===== config.mk =====
export PLATFORM = sky130hd
export DESIGN_NAME = adder_share_arbiter
export DESIGN_NICKNAME = d
export VERILOG_FILES = /design/src/rtl/adder_share_arbiter.sv
export SDC_FILE = /design/constraint.sdc
export NUM_CORES = 1
export LEC_CHECK = 0
export CORE_MARGIN = 2
export CORE_UTILIZATION = 42
export DETAILED_ROUTE_END_ITERATION = 7
export GPL_TIMING_DRIVEN = 0
export PLACE_DENSITY = 0.88
export REMOVE_ABC_BUFFERS = 1
export SLEW_MARGIN = 10
export SYNTH_ARGS = -nofsm -noshare
export SYNTH_HDL_FRONTEND = slang
export SYNTH_SLANG_ARGS = --single-unit

===== constraint.sdc =====
create_clock -name clk -period 4.15 [get_ports clk]
set_input_delay 1.245 -clock clk [delete_from_list [all_inputs] [get_ports clk]]
set_output_delay 1.245 -clock clk [all_outputs]
set_load 0.005 [all_outputs]

===== src/rtl/adder_share_arbiter.sv =====
// Round-robin arbiter that time-shares one WIDTH-bit adder among NREQ requesters.
// Results are held in a single-entry output slot drained over a valid/ready channel.
module adder_share_arbiter #(
    parameter int NREQ  = 4,
    parameter int WIDTH = 32,
    parameter int IDW   = 2
) (
    input  logic                    clk,
    input  logic                    rst_n,
    input  logic [NREQ-1:0]         req_valid,
    output logic [NREQ-1:0]         req_ready,
    input  logic [NREQ*WIDTH-1:0]   req_a,
    input  logic [NREQ*WIDTH-1:0]   req_b,
    input  logic [NREQ-1:0]         req_cin,
    output logic                    rsp_valid,
    input  logic                    rsp_ready,
    output logic [WIDTH-1:0]        rsp_sum,
    output logic                    rsp_cout,
    output logic [IDW-1:0]          rsp_id,
    output logic [31:0]             ops_count
);

    function automatic logic [WIDTH:0] add_cin(input logic [WIDTH-1:0] a,
                                               input logic [WIDTH-1:0] b,
                                               input logic             c);
        return {1'b0, a} + {1'b0, b} + {{WIDTH{1'b0}}, c};
    endfunction

    logic [IDW-1:0]   rr_ptr;
    logic             vld_p1;
    logic [WIDTH-1:0] sum_p1;
    logic             cout_p1;
    logic [IDW-1:0]   id_p1;
    logic [31:0]      ops_count_r;

    logic             gnt_found;
    logic [IDW-1:0]   gnt_idx;
    logic             can_accept;
    logic             grant;
    logic             rsp_xfer;
    logic [WIDTH-1:0] sel_a;
    logic [WIDTH-1:0] sel_b;
    logic             sel_cin;
    logic [WIDTH:0]   add_res;
    logic [IDW-1:0]   next_ptr;
    int               scan_idx;

    // First valid requester at or after rr_ptr, wrapping modulo NREQ.
    always_comb begin
        gnt_found = 1'b0;
        gnt_idx   = '0;
        scan_idx  = 0;
        for (int k = 0; k < NREQ; k++) begin
            scan_idx = (int'(rr_ptr) + k) % NREQ;
            if (!gnt_found && req_valid[scan_idx[IDW-1:0]]) begin
                gnt_found = 1'b1;
                gnt_idx   = scan_idx[IDW-1:0];
            end
        end
    end

    assign rsp_xfer   = vld_p1 & rsp_ready;
    assign can_accept = ~vld_p1 | rsp_ready;
    assign grant      = gnt_found & can_accept;

    always_comb begin
        req_ready = '0;
        if (grant) req_ready[gnt_idx] = 1'b1;
    end

    assign sel_a    = req_a[int'(gnt_idx)*WIDTH +: WIDTH];
    assign sel_b    = req_b[int'(gnt_idx)*WIDTH +: WIDTH];
    assign sel_cin  = req_cin[gnt_idx];
    assign add_res  = add_cin(sel_a, sel_b, sel_cin);
    assign next_ptr = (gnt_idx == IDW'(NREQ - 1)) ? '0 : gnt_idx + 1'b1;

    // Stage p1: output slot, loads on grant and drains on response transfer.
    always_ff @(posedge clk or negedge rst_n) begin
        if (!rst_n) begin
            vld_p1      <= 1'b0;
            sum_p1      <= '0;
            cout_p1     <= 1'b0;
            id_p1       <= '0;
            rr_ptr      <= '0;
            ops_count_r <= '0;
        end else begin
            if (grant) begin
                vld_p1  <= 1'b1;
                sum_p1  <= add_res[WIDTH-1:0];
                cout_p1 <= add_res[WIDTH];
                id_p1   <= gnt_idx;
                rr_ptr  <= next_ptr;
            end else if (rsp_xfer) begin
                vld_p1  <= 1'b0;
            end
            if (rsp_xfer) ops_count_r <= ops_count_r + 32'd1;
        end
    end

    assign rsp_valid = vld_p1;
    assign rsp_sum   = sum_p1;
    assign rsp_cout  = cout_p1;
    assign rsp_id    = id_p1;
    assign ops_count = ops_count_r;

endmodule


==> results.txt <==
Post-Syn Area -> 6820 um^2
Hold WS -> 0.474 ns
Min-Delay Path Class -> reg -> reg
ANT cells -> 0
Clock skew -> 0.00484 ns
Final instance area -> 12,200 um^2
HPWL after detailed placement -> 18,800 um
Setup WS post-layout -> -0.172 ns
FFs w/ async S/R, synth -> 100%
Setup crit end kind -> flop
Max_cap viols -> 0
Iteration-0 DRC Markers -> 763
Clock Path Buffers -> 2
Critical Path RT -> 4.34 ns
Chip Height -> 131 um
VDD IR max -> 0.000422 V
Crit share post-route -> 104%
Dpl cell area -> 10,400 um^2
WL final -> 29,200 um
Tmin final -> 4.32 ns
Fraction of final layout cells sized beyond drive strength 1 -> 16.0%
Post-Synthesis Cells -> 990
Syn Area/Cell -> 6.89 um^2
Remaining antenna violation count after routing -> 0
Max Slew Vio Count -> 0
Worst slew margin -> 57.6%
DR DRC count -> 0
RSZ-0062 raised after global routing -> true
RePlAce Congestion -> 0.891
Clock Sinks -> 70
Via count -> 9,038
Reg-to-Reg Start -> rr_ptr[0]
P per Cell Area -> 766 nW/um^2
Clock root buffer master -> clkbuf_16
Worst-margin pin slew -> 0.637 ns
Number of CTS-inserted buffers -> 9
First-pass DRT Iterations -> 6
Hold Path Origin -> ops_count[31]
Max FO, Critical Path -> 11
Worst-Skew Late Latency -> 0.33 ns
Highest Clock Rate -> 231 MHz
Final Setup Violations -> 11
Core area -> 15,900 um^2
Routed vias/inst -> 5.74
First-pass GRT wire length -> 43,800 um
Multi-input gate area -> 5390 um^2
Clock-pin slew on the worst setup and hold paths -> 0.06 ns
Synth Warn # -> 0
Fill cells -> 1,117
I/O pins -> 339
Syn-to-layout area delta -> 78.3%
Leakage Power -> 0.00524 uW
Yosys reg bits -> 70
Largest net degree at the start of global routing -> 46
GRT Total Usage -> 30.9%
Failing checks -> negative setup slack
Full die area -> 17,300 um^2
Starting density of the core -> 42.9%
GRT overflow -> 0
Most area-hungry cell type in the Yosys netlist -> dfrtp_1
Reg area -> 1750 um^2
Vias in the first global route -> 8,846
Post-synth cell types -> 56
Cells taking the most area after synthesis -> dfrtp_1 (26%), nand2_1 (18%), and3_1 (7.2%)
Ys flop type -> dfrtp_1
Startpoint type of the worst setup path -> primary input
Worst Setup SP -> req_valid[3]
Die Wd -> 131 um
Status -> finished with violations
Critical path class -> in -> reg
Final hold violations -> 0
Row cnt -> 46
R2R Setup Slk -> 0.30 ns
Sequential share of the synthesized area -> 25.7%
Initial antenna violation count -> 0
CP Data Arrival Time -> 4.52 ns
DR WL/cell -> 18.6 um
# H-tree levels -> 3
IO buf count -> 338
Final net count -> 1,659
Synth top area share -> 25.7%
CTS tree -> done
Post-synth EDFFs -> 0
cells in the mapped netlist (all sizes together) (3+ instances only):
master	count
o31ai	7
nor3	11
a21oi	40
nand2	334
and4	5
and3	79
nor2	33
clkbuf	36
o21a	9
a31oi	68
nand3	30
buf	29
o21bai	6
dfrtp	70
xor2	16
o21ai	49
ha	36
o221ai	3
nor2b	3
xnor2	34
nand4	22
or3	5
a41oi	3
inv	16
a211oi	6
and2	5
a21o	9
state kept, by name (all words and copies together), names as in the netlist:
signal,count
rsp_cout,1
rr_ptr,2
rsp_valid,1
ops_count,32
rsp_sum,32
rsp_id,2
through the flow:
| stage | std cells | power (uW) | setup WS (ns) | utilization [%] | TNS [ns] |
|---|---|---|---|---|---|
| 2_1_floorplan | 925 | 4470 | -3.94 | - | -130.35 |
| 3_3_place_gp | 1479 | 6050 | -7.73 | 64.1 | -316.11 |
| 3_5_place_dp | 1489 | 6190 | -2.60 | 65.3 | -70.08 |
| 4_1_cts | 1552 | 8270 | -0.0568 | 73.3 | -0.212 |
| 5_1_grt | 1574 | 9860 | -0.352 | 76.6 | -3.04 |
| 6_report | 1574 | 9320 | -0.172 | 76.6 | -0.786 |
power breakdown:
part | switching, uW | internal (uW)
Sequential | 158 | 909
Combinational | 3930 | 3500
Clock | 305 | 523
Total | 4390 | 4930
worst max-delay path, stage by stage:
cell	delay, ns
buf_12	0.10
nor2b_4	0.04
nand2_1	0.07
o21ai_2	0.07
a221oi_4	0.27
buf_8	0.17
buf_12	0.15
buf_12	0.14
bufbuf_16	0.27
nand2_1	0.06
a31oi_1	0.24
ha_2	0.37
a21oi_2	0.20
o21ai_2	0.09
a31oi_1	0.16
o221ai_1	0.18
a31oi_2	0.20
buf_4	0.18
mux2i_1	0.19
nand4_1	0.10
per-layer routing:
layer	GRT usage [%]	share of wire, %	vias to the layer above
li1	-	-	4200
met1	37.5	39	4249
met2	56.2	51	499
met3	4.09	7.0	90
met4	10.0	3.3	0
met5	0	0	-
path summary, 6_finish.rpt:
kind | endpoint | cells after the start
worst max-delay path | rsp_sum[31] | 20
worst min-delay path | ops_count[31] | 1
worst max register to register | rsp_sum[31] | 19
worst min register to register | ops_count[31] | 1
max in group asynchronous | rsp_sum[20] | 2
min in group asynchronous | ops_count[0] | 1
cells in the final DEF, fill, tap and decap left out, types with 7 or more instances in the layout:
cell type,n
a21oi_2,14
a21oi_1,21
ha_1,17
a31oi_4,7
a21o_1,9
o21a_1,9
and3_1,76
xnor2_1,33
nand4_1,21
nor3_1,10
nand3_1,27
a31oi_1,52
buf_4,52
dfrtp_1,70
nand2_2,8
clkdlybuf4s50_1,330
nor2_1,28
o21ai_2,10
inv_1,13
ha_2,13
buf_12,9
xor2_1,16
clkbuf_16,10
o21ai_0,30
o21ai_1,7
nand2_1,325
a31oi_2,9
cell families after synthesis:
group,Yosys count,share of synthesized area (%)
AOI/OAI and AO/OA,212,19.4
xor gates and xnor gates,50,6.42
adders and majority gates,38,7.19
buffers and inverters,81,5.17
DFF,70,25.7
muxes,3,0.459
and+or+nand+nor,536,35.7
final cells by class:
cell class | instances | area share (%)
flip-flops and latches | 70 | 14.4
clock inverters | 6 | 0.720
well taps | 216 | 2.22
repair inverters | 4 | 0.412
clock buffers | 9 | 1.85
inverters | 16 | 0.761
repair buffers | 413 | 35.3
multi-input cells | 840 | 44.3
timing repair:
action,in CTS,in global routing
setup buffers,36,21
pin swaps,33,29
cloned,12,1
hold buffers,0,0
hold endpoints to repair,0,0
endpoints found under the setup margin,38,26
gates resized for setup,126,73
No activity file was read; power rests on OpenSTA's default activity.
==> variant 1 (same settings) <==
The parameter `IDW` goes from 2 to 4.
--- a/src/rtl/adder_share_arbiter.sv
+++ b/src/rtl/adder_share_arbiter.sv
@@ -3,7 +3,7 @@
 module adder_share_arbiter #(
     parameter int NREQ  = 4,
     parameter int WIDTH = 32,
-    parameter int IDW   = 2
+    parameter int IDW   = 4
 ) (
     input  logic                    clk,
     input  logic                    rst_n,
Interface: changed (resized rsp_id); port bits go from 339 to 341. No check against the original RTL was run, so the function may have changed too.
==> variant 1 against the unedited design <==
The flow still finishes with violations (setup timing); cell area is 4.3% higher; wire length is 26% higher; synthesized cell count is 2.3% lower; total power is 4.8% higher; area after synthesis is 1.9% lower; critical path depth is 4 higher; setup slack worse by 0.72 ns; hold slack better by 0.012 ns; sequential cell count stayed put; critical path type unchanged; critical endpoint is now rsp_sum[23].
==> variant 1: results (changes against the unedited design) <==
* Leak pwr at 5.564 nW (+6.2%)
* Failing checks: setup timing
* Setup TNS at -17.97 ns (-17.19 ns)
* Max Clock Skew at 0.008382 ns (+0.003545 ns)
* Sequential area share after synthesis at 26.18% (+0.50 points)
* FFs w/ async S/R, synth at 100.0% (unchanged)
* Switch Pwr at 4.633 mW (+5.5%)
* Yosys cell types at 58 (+3.6%)
* Largest cells by area after synthesis: dfrtp_1 26%, nand2_1 19%, and3_1 6.8%, ha_1 6.7%, a31oi_1 6.0%
* CP arrival at 5.25 ns (+0.73 ns)
* Worst-margin pin slew at 0.8380 ns (+0.2013 ns)
* Clk root buf: clkbuf_16
* Cells after DPL at 1469 (-1.3%)
* Worst hold path depth at 2 (+1)
* Worst path slowest cell: o41a_4
* R2R depth at 23 (+4)
* Hold Path End: rsp_sum[29]
* Final Net Count at 1693 (+2.0%)
* Run status: finished, violations left
* Routability Congestion at 0.9319 (+4.5%)
* Initial antenna violation count at 3 (+3)
* Maximum fanout along the worst path at 6 (-5)
* Crit path largest cell delay at 0.40 ns (+0.03 ns)
* Worst r2r src: rr_ptr[1]
* Maximum vdd ir drop at 0.3673 mV (-13%)
* Routed WL at 36910 um (+26%)
* First-pass GRT wire length at 49030 um (+12%)
* Final worst slack at -0.8878 ns (-0.7163 ns)
* Gr usage total at 37.87% (+7.0 points)
* Largest delay share family, worst path: compound AO/OA/AOI/OAI gates
* Fill cells at 888 (-21%)
* Setup crit start: req_valid[2]
* Routed vias/inst at 6.119 (+6.6%)
* Share of cells above drive strength 1 at 20.24% (+4.3 points)
* Min-delay src: rsp_sum[29]
* Most frequent cells after synthesis: 336 x nand2_1, 73 x and3_1, 70 x dfrtp_1, 64 x a31oi_1, 49 x clkbuf_1
* Final std cells w/o fill at 1610 (+2.3%)
* Largest net degree at the start of global routing at 65 (+41%)
* Vias in the first global route at 9294 (+5.1%)
* DRT iter0 DRCs at 1009 (+32%)
* Setup violators final at 32 (+21)
* Dpl ws at -2.401 ns (+0.1973 ns)
* Hold Slack at 0.4856 ns (+0.01181 ns)
* Port bufs at 338 (unchanged)
* Clock buffer depth at 2 (unchanged)
* Clock transition at path regs at 0.06 ns (about the same)
* DP HPWL at 18170 um (-3.4%)
* Placed cell area at 0.01026 mm2 (-1.1%)
* Syn avg cell area at 6.920 um2 (+0.43%)
* R2R setup slack at -0.75 ns (-1.05 ns)
* Critical Path End: rsp_sum[23]
==> variant 1: cell count changes after synthesis, moves of 6 or more <==
cell	change
and2_1	+6
buf_2	-15
clkbuf_1	+13
buf_1	+6
nand4_1	-9
o21ai_0	-10
xor2_1	+7
==> variant 1: cells by family after synthesis <==
group / share of synthesized area, %
AND/OR/NAND/NOR: 34.74
AO/OA/AOI/OAI: 19.67
buffers and inverters: 4.488
XOR/XNOR: 7.068
other: 0.05604
flip-flops: 26.18
multiplexers: 0.4675
adder cells (fa/ha/maj): 7.330
==> variant 1: power groups by stage <==
| stage | sequential [mW] | clock (mW) | combinational (mW) |
|---|---|---|---|
| floorplan | 1.06 | 0 | 3.21 |
| global placement | 1.05 | 0 | 4.74 |
| detailed placement | 1.06 | 0 | 4.80 |
| CTS | 1.06 | 0.915 | 6.47 |
| global route | 1.12 | 0.951 | 8.14 |
| finish | 1.09 | 0.921 | 7.75 |
==> variant 1: per-layer routing <==
| layer | up-vias | global-route usage (%) | share of wire [%] |
|---|---|---|---|
| met5 | - | 0 | 0.10 |
| met2 | 826 | 60.83 | 45 |
| met1 | 4571 | 43.66 | 35 |
| li1 | 4206 | - | - |
| met3 | 244 | 9.676 | 12 |
| met4 | 4 | 28.02 | 7.9 |
==> variant 1: layout make-up <==
class,count,share of cell area [%]
Antenna cell,1,0.01972
Clock buffer,11,1.913
Clock inverter,5,0.8383
Inverter,11,0.5819
Multi-Input combinational cell,825,42.27
Sequential cell,70,13.81
Tap cell,216,2.130
Timing Repair Buffer,466,37.91
Timing Repair inverter,5,0.5325
==> variant 1: timing repair <==
action	CTS	global route
pin swaps	85	56
setup endpoints to repair	37	31
buffers inserted	88	23
resized for setup	163	90
gates cloned	17	3
hold buffers	0	0
==> variant 2 (same settings) <==
Made on the original files. Make the reset (`rst_n`) synchronous in one clocked block.
--- a/src/rtl/adder_share_arbiter.sv
+++ b/src/rtl/adder_share_arbiter.sv
@@ -75,7 +75,7 @@
     assign next_ptr = (gnt_idx == IDW'(NREQ - 1)) ? '0 : gnt_idx + 1'b1;
 
     // Stage p1: output slot, loads on grant and drains on response transfer.
-    always_ff @(posedge clk or negedge rst_n) begin
+    always_ff @(posedge clk) begin
         if (!rst_n) begin
             vld_p1      <= 1'b0;
             sum_p1      <= '0;
Behaviour: differs if rst_n is asserted again (counterexample within 4 cycles, from zero or initial values and one cycle with rst_n low); with rst_n held inactive, the same outputs for 4 cycles.
==> variant 2 against the unedited design <==
The flow still finishes with violations (setup timing); area after synthesis fell by 3.0%; sequential cell count did not move; wire length rose by 15%; non-clock buffer count rose by 22; cell area rose by 0.62%; setup slack got worse by 0.61 ns; sequential power fell by 17%; utilization rose by 3.3 points; total power fell by 22%; combinational power fell by 27%; clock skew rose by 0.0041 ns; die area fell by 2.9%; largest power group unchanged.
==> variant 2: results (changes against the unedited design) <==
* ClkCell Share at 2.832% (+0.26 points)
* Sequential area share after synthesis at 21.18% (-4.5 points)
* Signal buf overhead at 37.48% (+2.1 points)
* Crit path largest cell delay at 0.30 ns (-0.07 ns)
* Inverters, non-clock at 18 (-10%)
* Setup TNS at -17.96 ns (-17.17 ns)
* Worst path slowest cell: a221oi_4
* Placed cell area at 0.01009 mm2 (-2.7%)
* Dpl ws at -3.013 ns (-0.4144 ns)
* FFs w/ async S/R, synth at 0% (-100 points)
* Routed WL at 33520 um (+15%)
* Met2 Use GR at 59.29% (+3.1 points)
* Final worst slack at -0.7801 ns (-0.6086 ns)
* Worst-margin pin slew at 0.8273 ns (+0.1906 ns)
* DRT met1 WL at 11870 um (+4.3%)
* Sequential power share at 12.3% (+0.9 points)
* Vias in the first global route at 8836 (-0.11%)
* Resized cells post-CTS at 136 (+7.9%)
* Most frequent cells after synthesis: 324 x nand2_1, 79 x and3_1, 70 x a31oi_1, 70 x dfxtp_1, 53 x nor2_1
* Yosys cell types at 64 (+14%)
* Vias at 9633 (+6.6%)
* Gr usage total at 33.70% (+2.8 points)
* CP arrival at 5.16 ns (+0.64 ns)
* CTS buffer count at 9 (unchanged)
* Multi-input gate area at 0.005527 mm2 (+2.6%)
* Switch Pwr at 3.177 mW (-28%)
* Setup Fix Bufs, Post-CTS at 40 (+11%)
* Syn avg cell area at 6.551 um2 (-4.9%)
* Bufs w/o clock at 435 (+5.3%)
* Largest net degree at the start of global routing at 65 (+41%)
* CP most frequent cell: a31oi_4
* Power Dens Cells at 592.1 mW/mm2 (-23%)
* Met3 Routed Length at 2993 um (+47%)
* Wire length on met2 at 16260 um (+9.4%)
* ANT cells at 1 (+1)
* DP HPWL at 18200 um (-3.2%)
* DRT iter0 DRCs at 843 (+10%)
* Switching share of total power at 43.86% (-3.2 points)
* Maximum vdd ir drop at 0.3349 mV (-21%)
* Failing checks: setup timing
* Max Clock Skew at 0.008916 ns (+0.004079 ns)
* Setup violators final at 32 (+21)
* Multi-Input Combinational at 857 (+2.0%)
* Largest cells by area after synthesis: dfxtp_1 21%, nand2_1 18%, and3_1 7.5%, ha_1 6.8%, a31oi_1 6.6%
* Final Net Count at 1696 (+2.2%)
* Share of cells above drive strength 1 at 16.98% (+1.0 points)
* Met3 Use GR at 4.583% (+0.49 points)
* Run status: finished, violations left
* Clock power share at 12.6% (+3.7 points)
* Cells after DPL at 1496 (+0.47%)
* Sequential cell area at 0.001401 mm2 (-20%)
* Ys flop type: dfxtp_1
[variant 2: cell count changes after synthesis, moves of 6 or more]
cell      before  now
a21oi_1       40   47
dfxtp_1        0   70
dfrtp_1       70    0
xor2_1        16   23
xnor2_1       34   18
a21o_1         9   18
nand4_1       21   13
nand2_1      334  324
o21ai_0       43   30
o211ai_1       1    8
or3_1          5   11
nor2_1        32   53
[variant 2: path summary, 6_finish.rpt]
check	startpoint	endpoint	slack, ns	cells past startpoint
max	req_valid[0]	rsp_sum[24]	-0.78	23
min	rsp_sum[14]	rsp_sum[14]	0.46	2
max reg2reg	rr_ptr[0]	rsp_sum[24]	-0.24	22
min reg2reg	rsp_sum[14]	rsp_sum[14]	0.46	2
[variant 2: logic make-up after synthesis]
family          share of synthesized area [%]
xor+xnor                                5.427
buf+inv                                 6.033
mux                                    0.1513
flops                                   21.18
fa+ha+maj                               7.413
compound gates                          21.09
simple gates                            38.71
